$ cat src/rtl/guess_judge_if.sv
// Signal bundle between the guess-judge round engine and the surrounding game logic.
// The master side drives player inputs and FSM feedback; the slave side is the judge.
interface guess_judge_if;
  logic       confirmButton;
  logic       tick_1hz;
  logic [9:0] guess;
  logic [1:0] Max_digit;
  logic [1:0] WINorLOSE;
  logic [3:0] round;
  logic [2:0] incorrect_guesses;
  logic [6:0] timer;
  logic [1:0] hint;
  logic [9:0] target;

  modport master (
    output confirmButton, tick_1hz, guess, Max_digit, WINorLOSE,
    input  round, incorrect_guesses, timer, hint, target
  );

  modport slave (
    input  confirmButton, tick_1hz, guess, Max_digit, WINorLOSE,
    output round, incorrect_guesses, timer, hint, target
  );
endinterface

$ cat src/rtl/guess_judge.sv
// Round engine for the number-guessing game: draws the secret target, judges guesses,
// and tracks round, wrong-guess and countdown counters for the difficulty FSM.
module guess_judge #(
  parameter int T_DIFF1    = 30,
  parameter int T_DIFF2    = 60,
  parameter int T_DIFF3    = 90,
  parameter int SETTLE_CYC = 2
) (
  input logic          clk,
  input logic          restart,
  guess_judge_if.slave bus
);

  typedef enum logic [2:0] {S_LOAD, S_PLAY, S_JUDGE, S_SETTLE, S_HALT} state_t;

  state_t     state_reg, state_next;
  logic [9:0] seed_reg, seed_next;
  logic [9:0] target_reg, target_next;
  logic [9:0] guess_reg, guess_next;
  logic [3:0] round_reg, round_next;
  logic [2:0] wrong_reg, wrong_next;
  logic [6:0] timer_reg, timer_next;
  logic [1:0] hint_reg, hint_next;
  logic [7:0] settle_reg, settle_next;
  logic [1:0] md_reg;
  logic       conf_d_reg;

  logic [9:0] limit;
  logic [6:0] t_load;
  logic       conf_edge;
  logic       play_on;
  logic       settle_done;

  // Range and round length follow the difficulty; 00 behaves like 01.
  always_comb begin
    limit  = 10'd10;
    t_load = 7'(T_DIFF1);
    case (bus.Max_digit)
      2'b10: begin
        limit  = 10'd100;
        t_load = 7'(T_DIFF2);
      end
      2'b11: begin
        limit  = 10'd1000;
        t_load = 7'(T_DIFF3);
      end
      default: ;
    endcase
  end

  assign conf_edge   = bus.confirmButton & ~conf_d_reg;
  assign play_on     = (bus.WINorLOSE == 2'b11);
  assign settle_done = ({24'd0, settle_reg} + 32'd1) >= 32'(SETTLE_CYC);
  // The >= compare also pulls an out-of-range seed back when the range shrinks.
  assign seed_next   = (seed_reg >= limit - 10'd1) ? 10'd0 : seed_reg + 10'd1;

  always_ff @(posedge clk) begin
    if (restart) begin
      state_reg <= S_LOAD;
    end else begin
      state_reg <= state_next;
    end
  end

  always_comb begin
    state_next = state_reg;
    case (state_reg)
      S_LOAD:   state_next = S_PLAY;
      S_PLAY: begin
        if (!play_on)       state_next = S_HALT;
        else if (conf_edge) state_next = S_JUDGE;
      end
      S_JUDGE:  state_next = (guess_reg == target_reg) ? S_SETTLE : S_PLAY;
      S_SETTLE: begin
        if (!play_on)         state_next = S_HALT;
        else if (settle_done) state_next = S_LOAD;
      end
      S_HALT:   state_next = S_HALT;
      default:  state_next = S_LOAD;
    endcase
  end

  always_comb begin
    target_next = target_reg;
    guess_next  = guess_reg;
    round_next  = round_reg;
    wrong_next  = wrong_reg;
    timer_next  = timer_reg;
    hint_next   = hint_reg;
    settle_next = 8'd0;
    case (state_reg)
      S_LOAD: begin
        target_next = seed_reg;
        timer_next  = t_load;
        hint_next   = 2'b00;
      end
      S_PLAY: begin
        if (bus.tick_1hz && (timer_reg != 7'd0)) timer_next = timer_reg - 7'd1;
        if (conf_edge) guess_next = bus.guess;
      end
      S_JUDGE: begin
        if (guess_reg == target_reg) begin
          hint_next  = 2'b11;
          round_next = (round_reg >= 4'd10) ? 4'd10 : round_reg + 4'd1;
        end else begin
          hint_next  = (guess_reg < target_reg) ? 2'b01 : 2'b10;
          wrong_next = (wrong_reg == 3'd7) ? 3'd7 : wrong_reg + 3'd1;
        end
      end
      S_SETTLE: settle_next = settle_reg + 8'd1;
      default: ;
    endcase
    // A difficulty change starts a fresh wrong-guess count.
    if ((state_reg != S_HALT) && (bus.Max_digit != md_reg)) wrong_next = 3'd0;
  end

  always_ff @(posedge clk) begin
    if (restart) begin
      seed_reg   <= 10'd0;
      target_reg <= 10'd0;
      guess_reg  <= 10'd0;
      round_reg  <= 4'd1;
      wrong_reg  <= 3'd0;
      timer_reg  <= 7'(T_DIFF1);
      hint_reg   <= 2'b00;
      settle_reg <= 8'd0;
      md_reg     <= 2'b01;
      conf_d_reg <= 1'b0;
    end else begin
      seed_reg   <= seed_next;
      target_reg <= target_next;
      guess_reg  <= guess_next;
      round_reg  <= round_next;
      wrong_reg  <= wrong_next;
      timer_reg  <= timer_next;
      hint_reg   <= hint_next;
      settle_reg <= settle_next;
      md_reg     <= bus.Max_digit;
      conf_d_reg <= bus.confirmButton;
    end
  end

  assign bus.round             = round_reg;
  assign bus.incorrect_guesses = wrong_reg;
  assign bus.timer             = timer_reg;
  assign bus.hint              = hint_reg;
  assign bus.target            = target_reg;

endmodule

$ cat src/flat_wrapper.sv
// flat-port wrapper written by rule: the top's interface ports become plain ports
module guess_judge_flat 
#(
  parameter int T_DIFF1    = 30,
  parameter int T_DIFF2    = 60,
  parameter int T_DIFF3    = 90,
  parameter int SETTLE_CYC = 2
)
  (clk, restart, bus_confirmButton, bus_tick_1hz, bus_guess, bus_Max_digit, bus_WINorLOSE, bus_round, bus_incorrect_guesses, bus_timer, bus_hint, bus_target);
  guess_judge_if bus_i ();
  input logic clk;
  input logic restart;
  input wire logic [$bits(bus_i.confirmButton)-1:0] bus_confirmButton;
  input wire logic [$bits(bus_i.tick_1hz)-1:0] bus_tick_1hz;
  input wire logic [$bits(bus_i.guess)-1:0] bus_guess;
  input wire logic [$bits(bus_i.Max_digit)-1:0] bus_Max_digit;
  input wire logic [$bits(bus_i.WINorLOSE)-1:0] bus_WINorLOSE;
  output wire logic [$bits(bus_i.round)-1:0] bus_round;
  output wire logic [$bits(bus_i.incorrect_guesses)-1:0] bus_incorrect_guesses;
  output wire logic [$bits(bus_i.timer)-1:0] bus_timer;
  output wire logic [$bits(bus_i.hint)-1:0] bus_hint;
  output wire logic [$bits(bus_i.target)-1:0] bus_target;
  assign bus_i.confirmButton = bus_confirmButton;
  assign bus_i.tick_1hz = bus_tick_1hz;
  assign bus_i.guess = bus_guess;
  assign bus_i.Max_digit = bus_Max_digit;
  assign bus_i.WINorLOSE = bus_WINorLOSE;
  assign bus_round = bus_i.round;
  assign bus_incorrect_guesses = bus_i.incorrect_guesses;
  assign bus_timer = bus_i.timer;
  assign bus_hint = bus_i.hint;
  assign bus_target = bus_i.target;
  guess_judge #(.T_DIFF1(T_DIFF1), .T_DIFF2(T_DIFF2), .T_DIFF3(T_DIFF3), .SETTLE_CYC(SETTLE_CYC)) u_core (.clk(clk), .restart(restart), .bus(bus_i));
endmodule
$ cat config.mk
export PLATFORM = sky130hd
export DESIGN_NAME = guess_judge_flat
export DESIGN_NICKNAME = d
export VERILOG_FILES = /design/src/rtl/guess_judge_if.sv /design/src/rtl/guess_judge.sv /design/src/flat_wrapper.sv
export SDC_FILE = /design/constraint.sdc
export NUM_CORES = 1
export LEC_CHECK = 0
export BUFFER_PORTS_ARGS = -buffer_cell sky130_fd_sc_hd__buf_2
export CAP_MARGIN = 15
export CELL_PAD_IN_SITES_DETAIL_PLACEMENT = 1
export CELL_PAD_IN_SITES_GLOBAL_PLACEMENT = 2
export CORE_UTILIZATION = 37
export CTS_CLUSTER_DIAMETER = 40
export DETAILED_ROUTE_END_ITERATION = 12
export PLACE_DENSITY = 0.95
export SYNTH_ARGS = -nofsm -noshare
export SYNTH_HDL_FRONTEND = slang
export SYNTH_SLANG_ARGS = --single-unit
export TNS_END_PERCENT = 50
$ cat constraint.sdc
create_clock -name clk -period 3.3 [get_ports clk]
set_clock_uncertainty 0.05 [all_clocks]
set_input_delay 0.165 -clock clk [delete_from_list [all_inputs] [get_ports clk]]
set_output_delay 0.165 -clock clk [all_outputs]
set_load 0.02 [all_outputs]
* Word level (Yosys, flattened, before mapping)
Index checks and enable logic that the tools add are counted.
** Cells by class
- Add/subtract/negate cells :: 7
- Magnitude comparators :: 4
- Equality and inequality tests :: 14
- Mux-type cells :: 15
- Bitwise gates (word level) :: 4
- Reduce and logical (&&, ||, !) cells :: 14
** Operators with widths (number)
- greater-or-equal comparator 32 x 2 -> 1 bit (second input constant) :: 1
- case mux 7 bit (2 select lines) :: 2
- case mux 10 bit (2 select lines) :: 1
- two-way mux 3 bit :: 5
- case mux 3 bit (5 select lines) :: 1
- adder 10 x 1 -> 10 bit (second input constant) :: 1
- equality test 10 bit :: 1
- greater-or-equal comparator 10 bit :: 1
- less-than comparator 10 bit :: 1
- AND reduction 2 bit :: 5
- subtractor 10 x 1 -> 10 bit (second input constant) :: 1
- adder 8 x 1 -> 9 bit (second input constant) :: 1
- adder 8 x 1 -> 8 bit (second input constant) :: 1
- two-way mux 7 bit :: 1
- nonzero test 7 bit :: 1
- subtractor 7 x 1 -> 7 bit (second input constant) :: 1
- equality test 2 bit (second input constant) :: 3
- equality test 3 x 2 -> 1 bit (second input constant) :: 2
- equality test 3 bit (second input constant) :: 2
- two-way mux 2 bit :: 3
- inequality test 3 bit (second input constant) :: 2
- OR reduction 2 bit :: 3
- adder 4 x 1 -> 4 bit (second input constant) :: 1
- greater-or-equal comparator 4 bit (second input constant) :: 1
- 12 further kinds :: 16
** Storage, ports and cells
- Register bits after elaboration :: 60
- Input bits :: 18
- Output and inout port bits :: 26
- Logic and storage cells :: 69

* Logic depth before layout (Yosys ltp)
- Depth after elaboration :: 5
- Depth in mapped cells :: 7
- Mapped depth without buffers :: 7

* Worst setup path before layout
Ideal clock, no wire load.
- Path kind :: register to register
- Start :: reg u_core.target_reg[7], in the netlist u_core.bus.target[7]
- End :: reg u_core.round_reg[2], in the netlist u_core.bus.round[2]
- Library setup time :: 116 ps
- Arrival :: 1768 ps
- Data required time :: 3134 ps
- Slack :: 1366 ps
- Cell stages (with the launch flop) :: 7
- Buffers on the path :: 0
- Period minus slack after synthesis :: 1934 ps
- Path through :: dfxtp_1 -> inv_1 -> ha_1 -> nand4_1 -> nor4_4 -> nand2_1 -> a31o_2
** Between the ends
- Cells in the longest elaborated chain, start to end :: 2
** RTL lines
- from (decl) :: line guess_judge.sv:18 : logic [9:0] target_reg, target_next;
- from (signal assigned) :: line guess_judge.sv:131 : target_reg <= target_next;
- equality test 10 bit :: line guess_judge.sv:102 : if (guess_reg == target_reg) begin
- AND reduction 2 bit (no source line)
- to (signal assigned) :: line guess_judge.sv:133 : round_reg <= round_next;
- to (decl) :: line guess_judge.sv:20 : logic [3:0] round_reg, round_next;
No other way between the ends.
A chain may end at the register's enable or synchronous reset.

* Worst setup path in the final report
- Start :: reg u_core.settle_reg[1]
- End :: reg u_core.state_reg[1]
** Between the ends
- Cells in the longest elaborated chain, start to end :: 4
** RTL lines
- from (decl) :: line guess_judge.sv:24 : logic [7:0] settle_reg, settle_next;
- from (signal assigned) :: line guess_judge.sv:137 : settle_reg <= settle_next;
- adder 8 x 1 -> 9 bit :: line guess_judge.sv:53 : assign settle_done = ({24'd0, settle_reg} + 32'd1) >= 32'(SETTLE_CYC);
- greater-or-equal comparator 32 x 2 -> 1 bit :: line guess_judge.sv:53
- inequality test 3 bit (no source line)
- AND reduction 2 bit (no source line)
- to (signal assigned) :: line guess_judge.sv:61 : state_reg <= state_next;
- to (decl) :: line guess_judge.sv:16 : state_t state_reg, state_next;
No other way between the ends.

==> out/results.txt <==
Synth Instances = 361
Number of buffers created by CTS = 9
Row count = 33
Synthesis-to-layout area growth = 16.97%
DP Wirelength = 5887 µm
FF-to-FF setup slack = 1.16 ns
Sequential-to-total area share from yosys stat = 38.16%
Syn_nets = 408
Ranking of synthesized cells by area = dfxtp_1 (38%), ha_1 (12%), nand2_1 (5.5%)
Worst Max-Slew Pin Slew = 0.8737 ns
Io pins = 44
Max-Cap Viols = 0
Max Buffers Root-to-Sink = 2
Die Footprint = 8881 µm²
CTS tree = built
CP Launch Type = flop
First-pass GRT wire length = 13,830 µm
Layout cells sized above 1 = 18.18%
Mapped Avg Cell Area = 8.720 µm²
Slew headroom = 41.75%
Post-CTS sizing = 0
CP cell instances = inv_1 -> ha_1 -> or4b_2 -> nor3_1 -> nand4_1 -> a211oi_1
Worst VDD drop = 0.0001569 V
Total gr overflow = 0
DRT antenna net count = 0
Synth unique cells = 57
Synth Flop Type = dfxtp_1
Buf/Inv on CP = 1
Chip Height = 94.24 µm
RSZ-0062 raised after global routing = false
CP max stage delay = 0.58 ns
Drt first-iter violations = 67
Worst Setup End Kind = flop
Final hold slack = 0.007819 ns
Nets = 450
Hold buffers post-CTS = 0
Final period util = 64.74%
Crit path time final = 2.136 ns
EDFF count, synth = 0
Latest clock arrival within the worst-skew pair = 0.33 ns
Slowest cell on crit path = or4b_2
Worst EP arrival = 2.31 ns
Number of synthesis warnings = 0
Ant diodes = 0
Die X-Extent = 94.24 µm
Post-CTS Setup Inserts = 0
Most frequent cells in the layout = dfxtp_1 (60), nand2_1 (46), buf_2 (43), a21oi_1 (34), ha_1 (29)
Commonest non-fill, non-tap cell in the layout = dfxtp_1
Outcome = complete, no violations
Total Wirelength = 8243 µm
Root Buffer = clkbuf_8
Via/cell ratio = 5.445
Pwr/cell area = 505.3 nW/µm²
Synth area leader = dfxtp_1
Drt first pass iters = 4
Drc violations = 0
Final setup vio count = 0
Setup slack at placement = 1.110 ns
Core ar. = 8217 µm²
GP Congestion = 0.8510
Overall Global Routing Usage = 20.01%
Yosys reg bits = 60
Starting Density = 38.31%
Critical path peak fanout = 5
CP top delay family = simple AND/OR/NAND/NOR gates
Largest net degree at the start of global routing = 41
Crit Path Class = reg2reg
Hold Vio Cnt, Final = 0
Number of buffers added on ports = 43
Clk pin slew, worst setup/hold paths = 0.07 ns
DR WL/cell = 16.10 µm
Final-report max-slew violation count = 0
Post-Syn Area = 3148 µm²
Setup ws final = 1.164 ns
Critical Path RT = 3.47 ns
Via Count = 2,788
Vias in the first global route = 2,872
TritonCTS Sinks = 60
Async set or reset register ratio after synthesis = 0%
CTS H-Tree Depth = 3
TNS Setup = 0 ns
Initial antenna violation count = 0
P_leak = 1.483 nW
Fmax = 0.4681 GHz
Worst Hold Class = in2reg
Top cell type's share of synthesized area = 38.16%
-- synth_stat cells, drive strengths merged (5+ instances only) --
cell type	count
a211oi	15
nor2b	5
dfxtp	60
clkbuf	10
xnor2	6
nor2	19
o21ai	8
nand4	6
nand2	46
xor2	10
nand3	17
ha	29
inv	20
a21oi	34
nor3	7
a31oi	5
-- layer usage --
| layer | GRT usage (%) | routed length [µm] | vias to the layer above | share of wire, % |
|---|---|---|---|---|
| li1 | - | - | 1378 | - |
| met1 | 23.86 | 3709 | 1357 | 45 |
| met2 | 35.39 | 4210 | 43 | 51 |
| met3 | 3.641 | 223 | 10 | 2.7 |
| met4 | 7.308 | 99 | 0 | 1.2 |
| met5 | 0 | 0 | - | 0 |
-- path summary, 6_finish.rpt --
kind / from / to / cells after the start
setup / recovery: u_core.settle_reg[1]$_SDFF_PP0_ / u_core.state_reg[1]$_SDFFE_PP0P_ / 6
hold / removal: bus_confirmButton / u_core.conf_d_reg$_SDFF_PP0_ / 2
setup reg to reg: u_core.settle_reg[1]$_SDFF_PP0_ / u_core.state_reg[1]$_SDFFE_PP0P_ / 6
hold reg to reg: u_core.guess_reg[9]$_SDFFE_PP0P_ / u_core.guess_reg[9]$_SDFFE_PP0P_ / 2
-- report_power, final --
group	switching (mW)	internal, mW	leakage (nW)
Combinational	0.175	0.0996	0.874
Sequential	0.0318	0.749	0.487
Clock	0.289	0.516	0.122
-- layout make-up --
cell class,instances,area (µm²)
fillers,995,4534
multi-input cells,266,1799
repair buffers,46,237.7
well taps,105,131.4
clock inverters,5,100.1
clock buffers,10,137.6
inverters,20,75.07
flip-flops and latches,60,1201
-- logic make-up after synthesis --
| family | synth area share, % |
|---|---|
| simple gates | 20.91 |
| mux | 0.3180 |
| xor+xnor | 4.451 |
| fa+ha+maj | 11.53 |
| compound gates | 19.83 |
| flops | 38.16 |
| other cells | 0.1191 |
| buf+inv | 4.690 |
-- metrics by stage --
step	power (mW)	instances	cell area, µm²	util, %
CTS	1.875	512	3682	44.82
global route	1.946	512	3682	44.82
finish	1.861	512	3682	44.82
floorplan	0.9841	361	3148	-
detailed placement	1.069	497	3445	41.92
global placement	1.062	497	3445	41.92
Power figures use the tool's default switching activity.
